==> config.mk <==
export PLATFORM = sky130hd
export DESIGN_NAME = axi_rd_arbiter_flat
export DESIGN_NICKNAME = d
export VERILOG_FILES = /design/src/rtl/axi_rd_arbiter_if.sv /design/src/rtl/axi_rd_arbiter.sv /design/src/flat_wrapper.sv
export SDC_FILE = /design/constraint.sdc
export NUM_CORES = 1
export LEC_CHECK = 0
export CORE_AREA = 3 3 167 169
export DETAILED_ROUTE_END_ITERATION = 10
export DIE_AREA = 0 0 170 172
export HOLD_SLACK_MARGIN = 0.05
export PLACE_DENSITY = 0.58
export SYNTH_ARGS = -nofsm -noshare
export SYNTH_HDL_FRONTEND = slang
export SYNTH_SLANG_ARGS = --single-unit
==> constraint.sdc <==
create_clock -name clk -period 2.68 [get_ports clk]
set_input_delay 0.536 -clock clk [delete_from_list [all_inputs] [get_ports clk]]
set_output_delay 0.536 -clock clk [all_outputs]
set_load 0.01 [all_outputs]
==> src/rtl/axi_rd_arbiter_if.sv <==
// Bus bundles for the two-master read arbiter: a simple valid/ready read
// request/response port per master, and the AXI4 read channels to the slave.

interface rd_req_if;
  logic [63:0] ar_addr;
  logic        ar_valid;
  logic        ar_ready;
  logic [63:0] r_data;
  logic [1:0]  r_resp;
  logic        r_valid;
  logic        r_ready;

  modport master (
    output ar_addr, ar_valid, r_ready,
    input  ar_ready, r_data, r_resp, r_valid
  );

  modport slave (
    input  ar_addr, ar_valid, r_ready,
    output ar_ready, r_data, r_resp, r_valid
  );
endinterface

interface axi_rd_if;
  logic [3:0]  ar_id;
  logic [63:0] ar_addr;
  logic [7:0]  ar_len;
  logic [2:0]  ar_size;
  logic [1:0]  ar_burst;
  logic [3:0]  ar_cache;
  logic [2:0]  ar_prot;
  logic [3:0]  ar_qos;
  logic        ar_valid;
  logic        ar_ready;
  logic [3:0]  r_id;
  logic [63:0] r_data;
  logic [1:0]  r_resp;
  logic        r_last;
  logic        r_valid;
  logic        r_ready;

  modport master (
    output ar_id, ar_addr, ar_len, ar_size, ar_burst, ar_cache, ar_prot,
           ar_qos, ar_valid, r_ready,
    input  ar_ready, r_id, r_data, r_resp, r_last, r_valid
  );

  modport slave (
    input  ar_id, ar_addr, ar_len, ar_size, ar_burst, ar_cache, ar_prot,
           ar_qos, ar_valid, r_ready,
    output ar_ready, r_id, r_data, r_resp, r_last, r_valid
  );
endinterface

==> src/rtl/axi_rd_arbiter.sv <==
// Round-robin arbiter sharing one AXI4 read slave between instruction fetch
// (ID 1) and data memory (ID 0); one single-beat read in flight, with watchdog.

module axi_rd_arbiter #(
  parameter int unsigned TIMEOUT_CYC = 255
) (
  input  logic clk,
  input  logic rst,
  rd_req_if.slave  i_bus,
  rd_req_if.slave  d_bus,
  axi_rd_if.master m_bus
);

  localparam logic [3:0] ID_FETCH = 4'b0001;
  localparam logic [3:0] ID_DATA  = 4'b0000;
  localparam logic [7:0] WD_LAST  = 8'(TIMEOUT_CYC - 1);
  localparam logic [1:0] SLVERR   = 2'b10;

  typedef enum logic [1:0] {IDLE, ADDR, DATA, ERR} state_t;

  state_t      state;
  logic        owner_fetch;
  logic        last_fetch;
  logic        ar_vld;
  logic [63:0] addr_r;
  logic [3:0]  id_r;
  logic [7:0]  wd_cnt;

  logic        grant_i;
  logic        grant_d;
  logic        own_r_ready;
  logic        up_vld;
  logic [63:0] up_data;
  logic [1:0]  up_resp;
  logic        r_ready_m;

  // A wrong ID or a missing last flag means the beat is not ours: flag SLVERR.
  function automatic logic [1:0] checked_resp(input logic [3:0] rid,
                                              input logic [3:0] exp_id,
                                              input logic       rlast,
                                              input logic [1:0] resp);
    if ((rid != exp_id) || !rlast) return SLVERR;
    return resp;
  endfunction

  // Round-robin: on conflict the master not granted last time wins.
  always_comb begin
    grant_i = !rst && (state == IDLE) && i_bus.ar_valid &&
              (!d_bus.ar_valid || !last_fetch);
    grant_d = !rst && (state == IDLE) && d_bus.ar_valid &&
              (!i_bus.ar_valid || last_fetch);
  end

  assign own_r_ready = owner_fetch ? i_bus.r_ready : d_bus.r_ready;

  always_ff @(posedge clk) begin
    if (rst) begin
      state       <= IDLE;
      owner_fetch <= 1'b0;
      last_fetch  <= 1'b0;
      ar_vld      <= 1'b0;
      addr_r      <= '0;
      id_r        <= '0;
      wd_cnt      <= '0;
    end else begin
      case (state)
        IDLE: begin
          if (grant_i || grant_d) begin
            state       <= ADDR;
            ar_vld      <= 1'b1;
            owner_fetch <= grant_i;
            last_fetch  <= grant_i;
            addr_r      <= grant_i ? i_bus.ar_addr : d_bus.ar_addr;
            id_r        <= grant_i ? ID_FETCH : ID_DATA;
          end
        end
        ADDR: begin
          if (m_bus.ar_ready) begin
            state  <= DATA;
            ar_vld <= 1'b0;
            wd_cnt <= '0;
          end
        end
        DATA: begin
          // A beat present in the final watchdog cycle still takes precedence.
          if (m_bus.r_valid) begin
            if (own_r_ready) state <= IDLE;
          end else begin
            wd_cnt <= wd_cnt + 8'd1;
            if (wd_cnt == WD_LAST) state <= ERR;
          end
        end
        ERR: begin
          if (own_r_ready) state <= IDLE;
        end
        default: state <= IDLE;
      endcase
    end
  end

  // Outside DATA/ERR the R channel is drained: beats are accepted, never forwarded.
  always_comb begin
    up_vld    = 1'b0;
    up_data   = '0;
    up_resp   = 2'b00;
    r_ready_m = 1'b1;
    case (state)
      DATA: begin
        up_vld    = m_bus.r_valid;
        up_data   = m_bus.r_data;
        up_resp   = checked_resp(m_bus.r_id, id_r, m_bus.r_last, m_bus.r_resp);
        r_ready_m = own_r_ready;
      end
      ERR: begin
        up_vld    = 1'b1;
        up_resp   = SLVERR;
        r_ready_m = 1'b0;
      end
      default: r_ready_m = 1'b1;
    endcase
  end

  assign i_bus.ar_ready = grant_i;
  assign d_bus.ar_ready = grant_d;

  assign i_bus.r_valid = owner_fetch && up_vld;
  assign i_bus.r_data  = owner_fetch ? up_data : 64'd0;
  assign i_bus.r_resp  = owner_fetch ? up_resp : 2'b00;
  assign d_bus.r_valid = !owner_fetch && up_vld;
  assign d_bus.r_data  = owner_fetch ? 64'd0 : up_data;
  assign d_bus.r_resp  = owner_fetch ? 2'b00 : up_resp;

  assign m_bus.ar_id    = id_r;
  assign m_bus.ar_addr  = addr_r;
  assign m_bus.ar_valid = ar_vld;
  assign m_bus.ar_len   = 8'd0;
  assign m_bus.ar_size  = 3'b011;
  assign m_bus.ar_burst = 2'b01;
  assign m_bus.ar_cache = 4'b0010;
  assign m_bus.ar_prot  = 3'b000;
  assign m_bus.ar_qos   = 4'h0;
  assign m_bus.r_ready  = r_ready_m;

endmodule

==> src/flat_wrapper.sv <==
// flat-port wrapper written by rule: the top's interface ports become plain ports
module axi_rd_arbiter_flat 
#(
  parameter int unsigned TIMEOUT_CYC = 255
)
  (clk, rst, i_bus_ar_addr, i_bus_ar_valid, i_bus_r_ready, i_bus_ar_ready, i_bus_r_data, i_bus_r_resp, i_bus_r_valid, d_bus_ar_addr, d_bus_ar_valid, d_bus_r_ready, d_bus_ar_ready, d_bus_r_data, d_bus_r_resp, d_bus_r_valid, m_bus_ar_id, m_bus_ar_addr, m_bus_ar_len, m_bus_ar_size, m_bus_ar_burst, m_bus_ar_cache, m_bus_ar_prot, m_bus_ar_qos, m_bus_ar_valid, m_bus_r_ready, m_bus_ar_ready, m_bus_r_id, m_bus_r_data, m_bus_r_resp, m_bus_r_last, m_bus_r_valid);
  rd_req_if i_bus_i ();
  rd_req_if d_bus_i ();
  axi_rd_if m_bus_i ();
  input  logic clk;
  input  logic rst;
  input wire logic [$bits(i_bus_i.ar_addr)-1:0] i_bus_ar_addr;
  input wire logic [$bits(i_bus_i.ar_valid)-1:0] i_bus_ar_valid;
  input wire logic [$bits(i_bus_i.r_ready)-1:0] i_bus_r_ready;
  output wire logic [$bits(i_bus_i.ar_ready)-1:0] i_bus_ar_ready;
  output wire logic [$bits(i_bus_i.r_data)-1:0] i_bus_r_data;
  output wire logic [$bits(i_bus_i.r_resp)-1:0] i_bus_r_resp;
  output wire logic [$bits(i_bus_i.r_valid)-1:0] i_bus_r_valid;
  input wire logic [$bits(d_bus_i.ar_addr)-1:0] d_bus_ar_addr;
  input wire logic [$bits(d_bus_i.ar_valid)-1:0] d_bus_ar_valid;
  input wire logic [$bits(d_bus_i.r_ready)-1:0] d_bus_r_ready;
  output wire logic [$bits(d_bus_i.ar_ready)-1:0] d_bus_ar_ready;
  output wire logic [$bits(d_bus_i.r_data)-1:0] d_bus_r_data;
  output wire logic [$bits(d_bus_i.r_resp)-1:0] d_bus_r_resp;
  output wire logic [$bits(d_bus_i.r_valid)-1:0] d_bus_r_valid;
  output wire logic [$bits(m_bus_i.ar_id)-1:0] m_bus_ar_id;
  output wire logic [$bits(m_bus_i.ar_addr)-1:0] m_bus_ar_addr;
  output wire logic [$bits(m_bus_i.ar_len)-1:0] m_bus_ar_len;
  output wire logic [$bits(m_bus_i.ar_size)-1:0] m_bus_ar_size;
  output wire logic [$bits(m_bus_i.ar_burst)-1:0] m_bus_ar_burst;
  output wire logic [$bits(m_bus_i.ar_cache)-1:0] m_bus_ar_cache;
  output wire logic [$bits(m_bus_i.ar_prot)-1:0] m_bus_ar_prot;
  output wire logic [$bits(m_bus_i.ar_qos)-1:0] m_bus_ar_qos;
  output wire logic [$bits(m_bus_i.ar_valid)-1:0] m_bus_ar_valid;
  output wire logic [$bits(m_bus_i.r_ready)-1:0] m_bus_r_ready;
  input wire logic [$bits(m_bus_i.ar_ready)-1:0] m_bus_ar_ready;
  input wire logic [$bits(m_bus_i.r_id)-1:0] m_bus_r_id;
  input wire logic [$bits(m_bus_i.r_data)-1:0] m_bus_r_data;
  input wire logic [$bits(m_bus_i.r_resp)-1:0] m_bus_r_resp;
  input wire logic [$bits(m_bus_i.r_last)-1:0] m_bus_r_last;
  input wire logic [$bits(m_bus_i.r_valid)-1:0] m_bus_r_valid;
  assign i_bus_i.ar_addr = i_bus_ar_addr;
  assign i_bus_i.ar_valid = i_bus_ar_valid;
  assign i_bus_i.r_ready = i_bus_r_ready;
  assign i_bus_ar_ready = i_bus_i.ar_ready;
  assign i_bus_r_data = i_bus_i.r_data;
  assign i_bus_r_resp = i_bus_i.r_resp;
  assign i_bus_r_valid = i_bus_i.r_valid;
  assign d_bus_i.ar_addr = d_bus_ar_addr;
  assign d_bus_i.ar_valid = d_bus_ar_valid;
  assign d_bus_i.r_ready = d_bus_r_ready;
  assign d_bus_ar_ready = d_bus_i.ar_ready;
  assign d_bus_r_data = d_bus_i.r_data;
  assign d_bus_r_resp = d_bus_i.r_resp;
  assign d_bus_r_valid = d_bus_i.r_valid;
  assign m_bus_ar_id = m_bus_i.ar_id;
  assign m_bus_ar_addr = m_bus_i.ar_addr;
  assign m_bus_ar_len = m_bus_i.ar_len;
  assign m_bus_ar_size = m_bus_i.ar_size;
  assign m_bus_ar_burst = m_bus_i.ar_burst;
  assign m_bus_ar_cache = m_bus_i.ar_cache;
  assign m_bus_ar_prot = m_bus_i.ar_prot;
  assign m_bus_ar_qos = m_bus_i.ar_qos;
  assign m_bus_ar_valid = m_bus_i.ar_valid;
  assign m_bus_r_ready = m_bus_i.r_ready;
  assign m_bus_i.ar_ready = m_bus_ar_ready;
  assign m_bus_i.r_id = m_bus_r_id;
  assign m_bus_i.r_data = m_bus_r_data;
  assign m_bus_i.r_resp = m_bus_r_resp;
  assign m_bus_i.r_last = m_bus_r_last;
  assign m_bus_i.r_valid = m_bus_r_valid;
  axi_rd_arbiter #(.TIMEOUT_CYC(TIMEOUT_CYC)) u_core (.clk(clk), .rst(rst), .i_bus(i_bus_i), .d_bus(d_bus_i), .m_bus(m_bus_i));
endmodule
**Word-level counts from Yosys, hierarchy flattened**

Cells that the tools add are included.

- Word-level logic and storage cells: 66
- Bits in latches: 0
- Bits of input ports: 207
- RAM bits: 0
- Register bits after elaboration: 80
- Memories kept: 0
- ROM bits: 0

- Reductions and logical operators: 23
- Multiplexer cells: 27
- Add/subtract/negate cells: 1
- Shifts and indexed selects: 0
- Equal/unequal tests: 9
- $mul: 0
- Div/mod/pow operators: 0
- Magnitude comparators: 0
- Bitwise operators: 0

Operator list:

| cell | number |
|---|---|
| $mux 64 | 4 |
| $mux 2 | 9 |
| $mux 8 | 2 |
| $pmux 8 s2 | 1 |
| $reduce_and 3->1 | 3 |
| $add 8x1->8 const B | 1 |
| $eq 8x8->1 const B | 1 |
| $pmux 2 s4 | 1 |
| $logic_and 1x1->1 | 7 |
| $mux 1 | 6 |
| $ne 2x2->1 const B | 3 |
| $pmux 1 s2 | 3 |
| $logic_not 1->1 | 5 |
| $eq 2x2->1 const B | 2 |
| $logic_or 1x1->1 | 4 |
| $ne 4x4->1 | 1 |
| $pmux 2 s2 | 1 |
| $reduce_bool 2->1 | 2 |
| $ne 3x2->1 const B | 1 |
| $eq 2x1->1 const B | 1 |
| $logic_not 2->1 | 1 |
| $reduce_and 2->1 | 1 |

**Logic depth before layout (Yosys ltp)**

Gate-level depths: netlist (run 1).

- Word-level depth: 7
- Mapped depth: 7
- Depth with buffers taken out: 5

**Worst setup path before layout (run 1)**

No wires, ideal clock.

- Kind: input -> output
- Start point: input rst
- End point: output d_bus_ar_ready
- Cell stages on the path: 6
- Path slack: 0.379 ns
- Data arrival time: 1.765 ns
- Path through: buf_2 -> or3_1 -> clkbuf_1 -> clkbuf_1 -> buf_2 -> nor3_1

- Word-level cells in the longest chain between the ends: 4

Ends and longest elaborated chain:

| element | RTL line | RTL |
|---|---|---|
| from (decl) | flat_wrapper.sv:11 | `input logic rst;` |
| $logic_not 1->1 | axi_rd_arbiter.sv:50 | `grant_d = !rst && (state == IDLE) && d_bus.ar_valid &&` |
| $logic_and 1x1->1 (3 in series) | axi_rd_arbiter.sv:50 |  |
| to (decl) | flat_wrapper.sv:22 | `output wire logic [$bits(d_bus_i.ar_ready)-1:0] d_bus_ar_ready;` |

Every way passes these cells.

**Worst setup path in the final report (run 1)**

- Start point: input m_bus_r_id[1]
- End point: output i_bus_r_resp[1]

- Word-level cells in the longest chain between the ends: 7

Ends and longest elaborated chain:

| element | RTL line | RTL |
|---|---|---|
| from (decl) | flat_wrapper.sv:37 | `input wire logic [$bits(m_bus_i.r_id)-1:0] m_bus_r_id;` |
| $ne 4x4->1 | axi_rd_arbiter.sv:42 | `if ((rid != exp_id) \|\| !rlast) return SLVERR;` |
| $logic_or 1x1->1 | axi_rd_arbiter.sv:42 |  |
| $mux 1 | axi_rd_arbiter.sv:42 |  |
| $mux 1 | axi_rd_arbiter.sv:107 | `case (state)` |
| $mux 2 | axi_rd_arbiter.sv:43 | `return resp;` |
| $pmux 2 s2 | axi_rd_arbiter.sv:107 |  |
| $mux 2 | axi_rd_arbiter.sv:128 | `assign i_bus.r_resp = owner_fetch ? up_resp : 2'b00;` |
| to (decl) | flat_wrapper.sv:17 | `output wire logic [$bits(i_bus_i.r_resp)-1:0] i_bus_r_resp;` |

Every way passes these cells. The select of a mux whose other input is x is not followed.

==> flow_summary.yaml, run 1 <==
place:
  port_buffers: 409
  dpl.hpwl_microns: 20530
  post_dp_cell_area_sq_um: 9620
  gp_congestion: 0.7273
routing:
  drt_iter0_drc: 560
  vias: 6800
  wl_per_cell_microns: 20.37
  drc: 0
  wirelength_microns: 28150
  via_per_inst: 4.920
  drtPass1Iterations: 5
  antenna_left: 0
logic_synthesis:
  synth_area_sq_um: 5235
  synth_compound_area_share_pct: 22.78
  synth_edf_count: 0
  synth-main-ff-cell: "dfxtp_1"
  synth-simple-area-share_pct: 34.20
  async_flop_share_pct: 0
  yosysWarnings: 0
  synth_cell_types: 39
  ys_ff_latch: 76
  yosysSeqAreaShare_pct: 29.06
  synth_top_family_by_area: "simple AND/OR/NAND/NOR gates"
  synthAdderAreaFrac_pct: 0.4780
  syn_inst: 666
  muxShareOfSynthArea_pct: 1.147
  syn_area_per_cell_sq_um: 7.860
  synthXorXnorAreaFrac_pct: 0.1673
timing:
  setup_viol: 0
  rsz0062_at_grt: "false"
  fin_crit_sh_pct: 95.66
  fmax_mhz: 390.1
  drv_slew: 0
  slew_headroom_pct: 37.57
  period_minus_slack_ns: 2.564
  skew_ns: 0.008678
  tightest_slew_ns: 0.9364
  hold_viol_final: 0
worst_setup_path:
  r2r_start: "u_core.state[1]"
  r2r_end: "u_core.m_bus.ar_addr[24]"
  reg2reg_depth: 6
  cp-startpoint: "m_bus_r_id[1]"
  startpoint_type: "primary input"
  crit_type: "primary input to primary output"
  rrSetupSlack_ns: 0.25
  critPathCapture: "i_bus_r_resp[1]"
  critPathCaptureType: "primary output"
  arrival_ns: 2.03
  critPathRequiredTime_ns: 2.14
  crit_fanout: 2
floorplan:
  die_y_microns: 172
  rows: 60
  start_util_pct: 19.59
  coreArea_sq_um: 26730
  die_w_microns: 170
  ioPinCount: 437
  die_area_sq_um: 29240
global_route:
  track_usage_pct: 17.65
  grt_pass1_wl_microns: 40680
  grt_pass1_vias: 6557
  gr-total-overflow: 0
  antenna_found_initial: 10
  grt_start_max_net_pins: 85
final_layout:
  drive_gt1_share_pct: 7.397
  fillers: 2722
  diodes: 0
  area_growth_pct: 92.09
  fin_util_pct: 37.63
  nNetsFinal: 1245
  fin_area_sq_um: 10060
clock_tree:
  hold_buffers: 0
  clk_pin_slew_ns: 0.06
  clock_path_buffers: 2
  htree_levels: 3
  cts_tree: "done"
  cts_root_buf: "clkbuf_16"
  cts_buffers: 9
  cts_sinks: 76
  clock_latency_ns: 0.34
outcome:
  status: "finished, final reports clean"
power_and_ir_drop:
  p_leak_nw: 3.462
  peakVddDrop_uv: 259.3
  fin_total_pwr_mw: 4.124
  power.density_nw_per_um2: 410.1
flow_run:
  cap_violations: 0
worst_hold_path:
  hold_path_class: "register to register"
## critical path, cell delays in order
cell	delay (ns)
clkdlybuf4s50_1	0.44
nor4_4	0.34
buf_4	0.19
buf_4	0.10
a41oi_1	0.11
dlygate4sd2_1	0.32
## what timing repair did
| item | 4_1_cts | 5_1_grt |
|---|---|---|
| resized for setup | 10 | 9 |
| cloned | 0 | 2 |
| setup endpoints to repair | 56 | 49 |
| buffers inserted | 2 | 2 |
| pin swaps | 2 | 1 |
## power breakdown
group	switching (mW)	internal [mW]
logic	0.729	0.772
clock network	0.546	0.758
registers	0.0731	1.25
total	1.35	2.78
## kinds of logic after synthesis
logic type               after synthesis
AND/OR/NAND/NOR                      304
AO/OA/AOI/OAI                        150
buffers and inverters                125
flip-flops                            76
multiplexers                           6
adder cells (fa/ha/maj)                2
other                                  2
XOR/XNOR                               1
## flip-flops by register name (all words and copies together), names as in the netlist
register               flops
u_core.m_bus.ar_id         1
u_core.state               2
u_core.m_bus.ar_addr      64
u_core.wd_cnt              8
u_core.m_bus.ar_valid      1
## synthesized netlist by cell type, types with 3 or more instances
library cell    n  area (sq um)
buf_1           5         18.77
nand2b_1        3         18.77
a21oi_1         7         35.03
a311oi_1       64         560.5
nor3_1         68         340.3
nand4_1        65         406.6
buf_2           8         40.04
clkbuf_1       70         262.8
nand2_1         5         18.77
nand3_1        11         55.05
a211oi_1        3         22.52
mux2i_1         6         60.06
or3_1           3         18.77
nand3b_1        6         45.04
dfxtp_1        76          1521
buf_6           6         67.56
nor2_1          7         26.28
o31ai_1        65         488.0
o21ai_0         3         15.01
inv_1           8         30.03
buf_4          28         210.2
and2_1        128         800.8
## cells in the final DEF (no fill, tap or decap), types with 27 or more instances in the layout
cell type | synthesis | routed
o31ai_1 | 65 | 65
and2_1 | 128 | 128
conb_1 | 2 | 27
buf_4 | 28 | 32
dfxtp_1 | 76 | 75
nand4_1 | 65 | 65
a311oi_1 | 64 | 64
clkdlybuf4s50_1 | 0 | 399
nor3_1 | 68 | 66
## area by class of cell
cell class	count	area, sq um	share of cell area (%)
clock buffer	10	239.0	2.377
tap	341	426.7	4.243
clock inverter	6	71.32	0.7092
sequential	76	1525	15.17
multi-input combinational	490	3236	32.18
timing repair buffer	451	4528	45.03
inverter	8	30.03	0.2986
## worst min-delay path by stage
stage	startpoint	end	slack, ns	cells past startpoint
6_report	u_core.m_bus.ar_valid	u_core.m_bus.ar_valid	0.49	2
3_3_place_gp	u_core.m_bus.ar_valid	u_core.m_bus.ar_valid	0.47	2
3_5_place_dp	u_core.m_bus.ar_valid	u_core.m_bus.ar_valid	0.48	2
5_1_grt	u_core.m_bus.ar_addr[39]	u_core.m_bus.ar_addr[39]	0.52	2
2_1_floorplan	u_core.wd_cnt[5]	u_core.wd_cnt[5]	0.45	2
4_1_cts	u_core.m_bus.ar_valid	u_core.m_bus.ar_valid	0.49	2
## metal layers
layer  track usage (%)  vias to the layer above  wire length [microns]
met1             23.78                     3239                  12440
met3             5.830                       35                   2269
met2             27.61                      304                  12970
li1                  -                     3210                      -
met5                 0                        -                     83
met4             3.880                       12                    376
## stage by stage
step           setup TNS (ns)  instances  worst slack (ns)  hold slack (ns)
6_report                    0       1382            0.1163           0.4859
5_1_grt                     0       1382          0.002713           0.5193
3_3_place_gp           -2.092       1360           -0.5964           0.4670
3_5_place_dp           -2.230       1360           -0.6302           0.4840
2_1_floorplan               0        691            0.3791           0.4541
4_1_cts                     0       1378         0.0007931           0.4934
(Power assumes the default switching activity.)
==> run 2, diff against run 1 <==
--- a/config.mk
+++ b/config.mk
@@ -10,6 +10,7 @@
 export DIE_AREA = 0 0 170 172
 export HOLD_SLACK_MARGIN = 0.05
 export PLACE_DENSITY = 0.58
+export SKIP_LAST_GASP = 1
 export SYNTH_ARGS = -nofsm -noshare
 export SYNTH_HDL_FRONTEND = slang
 export SYNTH_SLANG_ARGS = --single-unit
==> run 2 against run 1 <==
Compared with the run above: final cell count did not move; total power barely moved; largest power group unchanged; routed wire length fell by 0.15%; worst hold slack barely moved; die area did not move; maximum frequency fell by 0.69%; via count fell by 0.49%; register-to-register slack improved by 0.02 ns; largest cell class unchanged; flip-flop and latch count did not move; utilization barely moved; non-clock buffer count did not move.
==> flow_summary.yaml, run 2 (synthesized netlist as in run 1, its figures left out) <==
outcome:
  status: "finished, final reports clean"
global_route:
  track_usage_pct: 17.65
  grt_pass1_vias: 6557
  gr-total-overflow: 0
  grt_pass1_wl_microns: 40680
  antenna_found_initial: 10
  grt_start_max_net_pins: 85
power_and_ir_drop:
  peakVddDrop_uv: 259.9
  p_int_mw: 2.776
  power.density_nw_per_um2: 410.1
  p_clk_share_pct: 31.7
  combPwrFrac_pct: 36.4
  power.switching_mw: 1.348
  seqPwrFrac_pct: 32.0
  p_leak_nw: 3.464
  fin_total_pwr_mw: 4.123
  p_sw_share_pct: 32.68
timing:
  drv_slew: 0
  rsz0062_at_grt: "true"
  hold_viol_final: 0
  skew_ns: 0.007628
  worst_slack_ns: 0.09839
  setup_tns_ns: 0
  tightest_slew_ns: 0.9348
  slew_headroom_pct: 37.68
  period_minus_slack_ns: 2.582
  fin_crit_sh_pct: 96.33
  fmax_mhz: 387.4
  setup_viol: 0
routing:
  drt_iter0_drc: 566
  drc: 0
  wirelength_microns: 28100
  vias: 6767
  wl_per_cell_microns: 20.34
  via_per_inst: 4.897
  drtPass1Iterations: 5
  antenna_left: 0
floorplan:
  die_area_sq_um: 29240
  coreArea_sq_um: 26730
  ioPinCount: 437
  die_w_microns: 170
  start_util_pct: 19.59
  rows: 60
  die_y_microns: 172
final_layout:
  most-common-layout-cells: "clkdlybuf4s50_1 (399), and2_1 (128), dfxtp_1 (75)"
  mostFrequentLayoutCell: "clkdlybuf4s50_1"
  area_growth_pct: 92.06
  largest_register_ffs: 64
  diodes: 0
  nNetsFinal: 1245
  drive_gt1_share_pct: 7.205
clock_tree:
  clk_pin_slew_ns: 0.06
  clock_latency_ns: 0.34
  cts_buffers: 9
  cts_tree: "done"
  cts_root_buf: "clkbuf_16"
  clock_path_buffers: 2
  cts_sinks: 76
  htree_levels: 3
worst_hold_path:
  whs_path_depth: 2
  hold_path_class: "register to register"
place:
  gp_congestion: 0.7273
  dp_slack_ns: -0.6302
  dpl.hpwl_microns: 20530
  port_buffers: 409
worst_setup_path:
  crit_type: "register to primary output"
  critPathCaptureType: "primary output"
  startpoint_type: "register"
  reg2reg_depth: 6
  arrival_ns: 2.05
  crit_fanout: 13
  critPathRequiredTime_ns: 2.14
flow_run:
  cap_violations: 0
-- run 2: timing repair --
item	4_1_cts	5_1_grt
endpoints found under the setup margin	56	49
pin swaps	2	1
gates cloned	0	2
resized for setup	9	6
buffers inserted	2	2
hold buffers	0	0
-- run 2: area by class of cell --
class                      instances  area [sq um]
tap                              341         426.7
inverter                           8         30.03
sequential                        76          1523
clock inverter                     6         71.32
multi-input combinational        490          3233
timing repair buffer             451          4532
clock buffer                      10         239.0
fill                            2719         16670
-- run 2: worst paths after layout --
kind / start / slack, ns / endpoint
min reg2reg: u_core.wd_cnt[7] / 0.49 / u_core.wd_cnt[7]
min: u_core.wd_cnt[7] / 0.49 / u_core.wd_cnt[7]
max reg2reg: u_core.state[1] / 0.27 / u_core.m_bus.ar_addr[24]
max: u_core.state[1] / 0.1 / i_bus_r_data[55]
-- run 2: worst max-delay path, cell delays in order (launching register included) --
cell	delay, ns
dfxtp_1	0.38
nand2_1	0.18
nor2_4	0.14
buf_12	0.14
buf_4	0.18
and2_1	0.15
clkdlybuf4s50_1	0.53
-- run 2: metrics by stage --
| stage | instance area (sq um) | hold WS [ns] | util (%) | instances |
|---|---|---|---|---|
| 4_1_cts | 9970 | 0.4934 | 37.30 | 1378 |
| 5_1_grt | 10050 | 0.5193 | 37.62 | 1382 |
| 2_1_floorplan | 5329 | 0.4541 | - | 691 |
| 6_report | 10050 | 0.4863 | 37.62 | 1382 |
| 3_3_place_gp | 9620 | 0.4670 | 36.00 | 1360 |
| 3_5_place_dp | 9620 | 0.4840 | 36.00 | 1360 |
-- run 2: power groups by stage --
| stage | registers, mW | logic, mW | clock network [mW] |
|---|---|---|---|
| 5_1_grt | 1.33 | 1.61 | 1.39 |
| 3_3_place_gp | 1.34 | 1.49 | 0 |
| 2_1_floorplan | 1.38 | 0.595 | 0 |
| 3_5_place_dp | 1.34 | 1.49 | 0 |
| 4_1_cts | 1.32 | 1.50 | 1.35 |
| 6_report | 1.32 | 1.50 | 1.31 |
-- run 2: routing by layer --
metal	GRT usage, %	wire, microns	vias up
met1	23.78	12370	3210
met4	3.880	376	12
met3	5.830	2324	34
met2	27.61	12950	300
met5	0	83	-
li1	-	-	3211
==> run 3, diff against run 2 <==
--- a/config.mk
+++ b/config.mk
@@ -6,6 +6,7 @@
 export NUM_CORES = 1
 export LEC_CHECK = 0
 export CORE_AREA = 3 3 167 169
+export CTS_CLUSTER_SIZE = 20
 export DETAILED_ROUTE_END_ITERATION = 10
 export DIE_AREA = 0 0 170 172
 export HOLD_SLACK_MARGIN = 0.05
==> results of run 3 <==
Same layout as run 2: the final DEF is identical, and so are final timing and power.
